### src/rtl/cache_arbiter.sv
`default_nettype none
// ============================================================================
// Module   : cache_arbiter
// Purpose  : Serialises whole-line miss/writeback requests from the split L1
//            caches (I-cache read only, D-cache read or write) onto a single
//            line-wide physical-memory port. Ties are broken round-robin, and
//            every transaction is followed by a one-cycle recovery bubble.
// Ports    : clk, rst (async, active low)
//            I-cache side : i_pmem_read, i_pmem_address -> i_pmem_rdata,
//                           i_pmem_resp
//            D-cache side : d_pmem_read, d_pmem_write, d_pmem_address,
//                           d_pmem_wdata -> d_pmem_rdata, d_pmem_resp
//            Memory side  : pmem_read, pmem_write, pmem_address, pmem_wdata
//                           <- pmem_rdata, pmem_resp
// Revision : 1.0 - initial release
// ============================================================================
module cache_arbiter #(
    parameter int LINE_W = 256,
    parameter int ADDR_W = 32
) (
    input  logic              clk,
    input  logic              rst,

    input  logic              i_pmem_read,
    input  logic [ADDR_W-1:0] i_pmem_address,
    output logic [LINE_W-1:0] i_pmem_rdata,
    output logic              i_pmem_resp,

    input  logic              d_pmem_read,
    input  logic              d_pmem_write,
    input  logic [ADDR_W-1:0] d_pmem_address,
    input  logic [LINE_W-1:0] d_pmem_wdata,
    output logic [LINE_W-1:0] d_pmem_rdata,
    output logic              d_pmem_resp,

    output logic              pmem_read,
    output logic              pmem_write,
    output logic [ADDR_W-1:0] pmem_address,
    output logic [LINE_W-1:0] pmem_wdata,
    input  logic [LINE_W-1:0] pmem_rdata,
    input  logic              pmem_resp
);

    typedef enum logic [1:0] {
        IDLE    = 2'd0,
        SERVE_I = 2'd1,
        SERVE_D = 2'd2,
        RECOVER = 2'd3
    } state_e;

    localparam logic GRANT_I = 1'b0;
    localparam logic GRANT_D = 1'b1;

    state_e state_q;
    logic   last_grant_q;

    logic   w_i_req;
    logic   w_d_req;
    logic   w_grant_i;
    logic   w_grant_d;

    assign w_i_req = i_pmem_read;
    assign w_d_req = d_pmem_read | d_pmem_write;

    // On a tie the side that did not win last time gets the memory; with
    // only one side requesting it wins regardless of history.
    assign w_grant_d = (state_q == IDLE) && w_d_req &&
                       (!w_i_req || (last_grant_q == GRANT_I));
    assign w_grant_i = (state_q == IDLE) && w_i_req && !w_grant_d;

    // Completion is forwarded in the same cycle memory reports it, and only
    // to the side currently being served.
    assign i_pmem_resp  = (state_q == SERVE_I) && pmem_resp;
    assign d_pmem_resp  = (state_q == SERVE_D) && pmem_resp;

    // Read data is a plain pass-through; caches qualify it with their resp.
    assign i_pmem_rdata = pmem_rdata;
    assign d_pmem_rdata = pmem_rdata;

    always_ff @(posedge clk or negedge rst) begin
        if (!rst) begin
            state_q      <= IDLE;
            pmem_read    <= 1'b0;
            pmem_write   <= 1'b0;
            pmem_address <= '0;
            pmem_wdata   <= '0;
            last_grant_q <= GRANT_I;
        end else begin
            case (state_q)
                IDLE: begin
                    if (w_grant_d) begin
                        // Address, data and direction are captured here so
                        // the memory sees stable values for the whole
                        // transaction. A simultaneous read+write is treated
                        // as a write.
                        state_q      <= SERVE_D;
                        pmem_write   <= d_pmem_write;
                        pmem_read    <= ~d_pmem_write;
                        pmem_address <= d_pmem_address;
                        pmem_wdata   <= d_pmem_wdata;
                        last_grant_q <= GRANT_D;
                    end else if (w_grant_i) begin
                        state_q      <= SERVE_I;
                        pmem_read    <= 1'b1;
                        pmem_write   <= 1'b0;
                        pmem_address <= i_pmem_address;
                        last_grant_q <= GRANT_I;
                    end
                end
                SERVE_I, SERVE_D: begin
                    if (pmem_resp) begin
                        state_q    <= RECOVER;
                        pmem_read  <= 1'b0;
                        pmem_write <= 1'b0;
                    end
                end
                RECOVER: begin
                    // Bubble gives the finished cache a cycle to drop its
                    // request before the next arbitration.
                    state_q <= IDLE;
                end
                default: begin
                    state_q <= IDLE;
                end
            endcase
        end
    end

`ifndef SYNTHESIS
    // A D-cache asking to read and write the same line at once is a
    // protocol error upstream.
    always @(posedge clk) begin
        if (rst && w_grant_d) begin
            assert (!(d_pmem_read && d_pmem_write));
        end
    end
`endif

endmodule
`default_nettype wire

### config.mk
export PLATFORM = sky130hd
export DESIGN_NAME = cache_arbiter
export DESIGN_NICKNAME = d
export VERILOG_FILES = /design/src/rtl/cache_arbiter.sv
export SDC_FILE = /design/constraint.sdc
export NUM_CORES = 1
export LEC_CHECK = 0
export CORE_AREA = 4 4 531 533
export CTS_CLUSTER_DIAMETER = 120
export CTS_CLUSTER_SIZE = 10
export DETAILED_ROUTE_END_ITERATION = 16
export DIE_AREA = 0 0 535 537
export HOLD_SLACK_MARGIN = 0.03
export PLACE_DENSITY = 0.32
export SYNTH_ARGS = -nofsm -noshare
export SYNTH_HDL_FRONTEND = slang
export SYNTH_SLANG_ARGS = --single-unit
### constraint.sdc
create_clock -name clk -period 4.5 [get_ports clk]
set_input_delay 0.675 -clock clk [delete_from_list [all_inputs] [get_ports clk]]
set_output_delay 0.675 -clock clk [all_outputs]
set_load 0.02 [all_outputs]
==> results of run 1 <==
[sequential cells by signal, summed over array words and instances (netlist names)]
name	cells
last_grant_q	1
pmem_address	32
pmem_read	1
pmem_wdata	256
pmem_write	1
state_q	2
[where the power goes]
group	internal [W]	switching [W]
clock	0.00170	0.00140
combinational	0.00473	0.00568
sequential	0.00401	0.000984
[critical path, delay by kind of cell (launching register included)]
family | cells | cell delay [ps]
buffers and inverters | 2 | 560
adder cells (fa/ha/maj) | 1 | 390
flip-flops | 1 | 390
multiplexers | 1 | 410
AND/OR/NAND/NOR | 1 | 400
AO/OA/AOI/OAI | 1 | 440
[per-layer routing]
| layer | global-route usage | up-vias |
|---|---|---|
| li1 | - | 3989 |
| met1 | 0.0830 | 4810 |
| met3 | 0.0819 | 332 |
| met2 | 0.125 | 1121 |
| met4 | 0.0336 | 16 |
| met5 | 0.0164 | - |
[final cells by class]
type	instances	area, µm²
diodes	4	10.0
clock buffers	42	1030
clock inverters	11	144
fillers	31861	252000
inverters	3	11.3
multi-input cells	413	4630
flip-flops and latches	293	7330
well taps	3705	4640
repair buffers	641	6480
[cell usage after synthesis, types with 2 or more instances]
master / instances / share of area
inv_1: 3 / 0.00069
buf_2: 10 / 0.0030
nor2b_1: 2 / 0.00076
a21oi_1: 33 / 0.010
dfrtp_1: 293 / 0.45
buf_12: 25 / 0.030
mux2_2: 37 / 0.025
clkbuf_1: 9 / 0.0021
buf_4: 515 / 0.24
a31oi_1: 34 / 0.013
and2_1: 2 / 0.00076
mux2_4: 220 / 0.20
ha_1: 4 / 0.0030
o21ai_0: 32 / 0.0097
nor2_1: 33 / 0.0075
[stage by stage]
stage	std cells	cell area (µm²)	hold slack (ps)	setup WS, ps
final	5112	24300	504	1600
after global routing	5109	24300	516	1400
after CTS	5108	24300	509	1520
after detailed placement	5054	23100	491	1150
after global placement	5054	23100	493	1190
after floorplan	1270	16400	379	2620
[logic make-up after synthesis]
kind of cell | count (synthesis) | synth area share
flops | 293 | 0.446
fa+ha+maj | 4 | 0.00305
mux | 258 | 0.227
simple gates | 42 | 0.0121
buf+inv | 564 | 0.272
compound gates | 109 | 0.0392
[path summary, 6_finish.rpt]
kind	start	endpoint	slack, ps	cells past startpoint
min reg2reg	pmem_wdata[209]$_DFFE_PN0P_	pmem_wdata[209]$_DFFE_PN0P_	500	1
max	state_q[1]$_DFFE_PN0P_	pmem_wdata[247]$_DFFE_PN0P_	1600	6
max reg2reg	state_q[1]$_DFFE_PN0P_	pmem_wdata[247]$_DFFE_PN0P_	1600	6
min	pmem_wdata[209]$_DFFE_PN0P_	pmem_wdata[209]$_DFFE_PN0P_	500	1
max in group asynchronous	rst	pmem_wdata[249]$_DFFE_PN0P_	2720	3
min in group asynchronous	rst	pmem_wdata[85]$_DFFE_PN0P_	660	2
==> results_dict.tcl, run 1 <==
set metrics [dict create \
    setup_tns_ps 0 \
    grt_pass1_wl_um 155000 \
    h-tree-depth 2 \
    synth_fp_nets 1856 \
    relSlewSlack 0.323 \
    root_buffer "clkbuf_16" \
    final_common_cell "clkdlybuf4s50_1" \
    p_per_area_nw_per_um2 763 \
    worst-setup-path-type "reg2reg" \
    drv_cap 0 \
    async_flop_share 1.00 \
    power.leakage_nw 8.61 \
    drt-vias-per-instance 2.01 \
    drc 0 \
    clock.fmax_ghz 0.345 \
    syn_avg_cell_area_um2 12.9 \
    cp-start-kind "flop" \
    rsz0062_at_grt "false" \
    area_growth_pct 47.7 \
    drt-initial-drc-count 325 \
    cts_resized 0 \
    critPathCaptureType "flop" \
    synth_ff_type "dfrtp_1" \
    clkTransAtPathRegs_ps 60 \
    clkLatencyLatePin_ps 620 \
    period_share 0.643 \
    hp-class "reg2reg" \
    cts_tree "yes" \
    skew_ps 50.9 \
    ys_seq_area_frac 0.446 \
    crit_arrival_ps 3390 \
    antenna_left 0 \
    critPathSlowestCell "a21bo_4" \
    grt_overflow 0 \
    place.gp.congestion 0.764 \
    port_buffers 617 \
    postCtsSetupRepairBufs 0 \
    core_area_um2 276000 \
    syn_area_um2 16400 \
    worstPathCellList "inv_1 -> ha_1 -> a21bo_4 -> nor2_8 -> buf_12 -> mux2_2" \
    antenna_found_initial 45 \
    synth_warnings 0 \
    synth_edf_count 0 \
    routed_wl_um 131000 \
    die_area_um2 287000 \
    setup_viol 0 \
    drv_slew 0 \
    grt_pass1_vias 10880 \
    initial_core_util 0.0594 \
    post-route-min-period_ps 2900 \
    die_h_um 537 \
    route.met2.wl_um 53500 \
    power_w 0.0185 \
    cts_buffers 40 \
    hold_viol 0 \
    synth_seq_cells 293 \
    grt_usage 0.0862 \
    ir_drop_v 0.000296 \
    die_w_um 535 \
    layout-drive-gt1-share 0.242 \
    synth_cell_types 33 \
    num_rows 193 \
    io_pins 1386 \
    status "complete, no violations" \
    slowest_delay_ps 440 \
    grt_max_degree 95 \
    met1_length_um 43500 \
    layout_common_cells "clkdlybuf4s50_1, dfrtp_1, mux2_4, clkbuf_16, mux2_2" \
    ctsHoldBuffers 1 \
    worstMarginPinSlew_ps 1020 \
    clock_path_buffers 3 \
    drt_pass1_iterations 4 \
    fin_nets 1978 \
    route.vias.total 10268 \
    cts.sinks 293 \
    hpwl_um 114000 \
    wl_per_cell_um 25.6 \
    routed.top_layer "met5" \
    cp.required_ps 5000 \
    utilization 0.0878 \
    synthCells 1270 \
    cp_max_fo 71 \
    met3WireLength_um 27400 \
]
No activity file was read; power rests on OpenSTA's default activity.
==> inputs of run 2 (changes only) <==
--- a/config.mk
+++ b/config.mk
@@ -5,11 +5,11 @@
 export SDC_FILE = /design/constraint.sdc
 export NUM_CORES = 1
 export LEC_CHECK = 0
-export CORE_AREA = 4 4 531 533
+export CORE_AREA = 4 4 541 543
 export CTS_CLUSTER_DIAMETER = 120
 export CTS_CLUSTER_SIZE = 10
 export DETAILED_ROUTE_END_ITERATION = 16
-export DIE_AREA = 0 0 535 537
+export DIE_AREA = 0 0 545 547
 export HOLD_SLACK_MARGIN = 0.03
 export PLACE_DENSITY = 0.32
 export SYNTH_ARGS = -nofsm -noshare
==> constraint.sdc (replaced) <==
create_clock -name clk -period 2.6 [get_ports clk]
set_input_delay 0.39 -clock clk [delete_from_list [all_inputs] [get_ports clk]]
set_output_delay 0.39 -clock clk [all_outputs]
set_load 0.02 [all_outputs]
==> run 2 against run 1 <==
- utilization down 0.23 points
- non-clock buffer count up 31
- die area up 3.8%
- clock skew down 30 ps
- wire length up 3.9%
- critical endpoint is now pmem_address[6]
- highest routed layer unchanged
==> results_dict.tcl, run 2 (synthesis gave the netlist of run 1 again) <==
set metrics [dict create \
    status "complete, no violations" \
    fin_cells 5225 \
    worstMarginPinSlew_ps 741 \
    antenna_found_initial 77 \
    antenna_left 0 \
    p_clk_frac 0.157 \
    grt_overflow 0 \
    core_area_um2 288000 \
    cp.required_ps 2210 \
    clkLatencyLatePin_ps 580 \
    h-tree-depth 2 \
    place.gp.congestion 0.708 \
    clkTransAtPathRegs_ps 60 \
    port_buffers 617 \
    cts_tree "yes" \
    cts.sinks 293 \
    layout_common_cells "clkdlybuf4s50_1, dfrtp_1, mux2_4, buf_4, clkbuf_16" \
    cp.buffers_inverters 1 \
    drt-initial-drc-count 337 \
    critPathCaptureType "primary output" \
    hold_viol 0 \
    initial_core_util 0.0571 \
    grt_pass1_wl_um 160000 \
    setup_viol 0 \
    num_rows 197 \
    cts_buffers 38 \
    worst-setup-path-type "reg2out" \
    area_growth_pct 49.7 \
    drv_cap 0 \
    switching_share 0.435 \
    setup_ws_ps 110 \
    hpwl_um 121000 \
    io_pins 1386 \
    slowest_delay_ps 900 \
    switchingPower_w 0.0139 \
    cp-start-kind "flop" \
    pwr-share-seq 0.274 \
    critPathSlowestCell "clkdlybuf4s50_1" \
    reg.largest.list "pmem_wdata (256), pmem_address (32), state_q (2)" \
    hp-class "in2reg" \
    internal_power_w 0.0181 \
    r2r_cells 7 \
    largest_reg_flops 256 \
    routed_wl_um 136000 \
    drv_slew 0 \
    final_common_cell "clkdlybuf4s50_1" \
    crit_cells 1 \
    holdWs_ps 359 \
    skew_ps 21.1 \
    cp_max_fo 2 \
    drc 0 \
    worstPathCellList "clkdlybuf4s50_1" \
    clock_path_buffers 3 \
    cp_top_family "buffers and inverters" \
    hold_depth 3 \
    die_h_um 547 \
    combPwrFrac 0.569 \
    period_share 0.958 \
    clock.fmax_ghz 0.402 \
    ir_drop_v 0.000527 \
    drt-vias-per-instance 1.96 \
    root_buffer "clkbuf_16" \
    regMostFlops "pmem_wdata" \
    route.vias.total 10252 \
    relSlewSlack 0.506 \
    wl_per_cell_um 26.0 \
    drt_pass1_iterations 4 \
    layout-drive-gt1-share 0.272 \
    post-route-min-period_ps 2490 \
    power.leakage_nw 8.78 \
    die_w_um 545 \
    grt_max_degree 66 \
    dpl_worst_slack_ps 62.7 \
    dp_cells 5161 \
    fin_nets 2007 \
    grt_pass1_vias 11102 \
    grt_usage 0.0865 \
    die_area_um2 298000 \
    crit_arrival_ps 2100 \
    p_per_area_nw_per_um2 1300 \
]
-- run 2: cell count changes in the layout (fill, tap and decap cells not counted), sizes merged --
| cell | previous run | this run |
|---|---|---|
| inv | 7 | 5 |
| clkinv | 4 | 2 |
| diode | 4 | 14 |
| clkinvlp | 2 | 3 |
| clkdlybuf4s50 | 616 | 592 |
| bufinv | 1 | 0 |
| buf | 24 | 76 |
| dlygate4sd2 | 0 | 3 |
-- run 2: area by class of cell --
class                      count  area [µm²]
antenna                       14        35.0
clock buffer                  42        1020
clock inverter                 7        53.8
fill                       33145      263000
inverter                       3        11.3
multi-input combinational    413        4630
sequential                   293        7330
tap                         3781        4730
timing repair buffer         672        6790
-- run 2: worst paths after layout --
kind	slack, ps	end	start
hold reg to reg	510	pmem_wdata[80]$_DFFE_PN0P_	pmem_wdata[80]$_DFFE_PN0P_
hold / removal	360	pmem_address[26]$_DFFE_PN0P_	i_pmem_address[26]
max in group asynchronous	1470	pmem_wdata[227]$_DFFE_PN0P_	rst
min in group asynchronous	410	pmem_wdata[120]$_DFFE_PN0P_	rst
setup / recovery	110	pmem_address[6]	pmem_address[6]$_DFFE_PN0P_
setup reg to reg	430	pmem_wdata[34]$_DFFE_PN0P_	state_q[0]$_DFFE_PN0P_
-- run 2: what timing repair did --
action / in CTS / in global routing
hold buffers: 1 / 0
gates resized for setup: 3 / 0
endpoints found under the hold margin: 50 / 0
endpoints found under the setup margin: 3 / 0
buffers inserted: 0 / 0
-- run 2: power groups by stage --
stage	registers (W)	clock network, W	logic, W
floorplan	0.0110	0	0.00701
global placement	0.00891	0	0.0190
detailed placement	0.00898	0	0.0189
CTS	0.00892	0.00536	0.0190
global route	0.00912	0.00547	0.0195
finish	0.00876	0.00501	0.0182
-- run 2: routing by layer --
metal | global-route usage | part of all wire | wire length, µm | up-vias
li1 | - | - | - | 4051
met2 | 0.139 | 0.45 | 60900 | 1051
met4 | 0.0348 | 0.045 | 6150 | 4
met3 | 0.0674 | 0.18 | 24100 | 359
met5 | 0.00465 | 0.0011 | 149 | -
met1 | 0.0818 | 0.33 | 44600 | 4787
-- run 2: through the flow --
step	cell area (µm²)	total power (W)	util	TNS, ps
floorplan	16400	0.0181	-	0
global placement	23500	0.0279	0.0817	0
detailed placement	23500	0.0279	0.0817	0
CTS	24600	0.0332	0.0854	0
global route	24600	0.0341	0.0854	-0.570
finish	24600	0.0319	0.0855	0
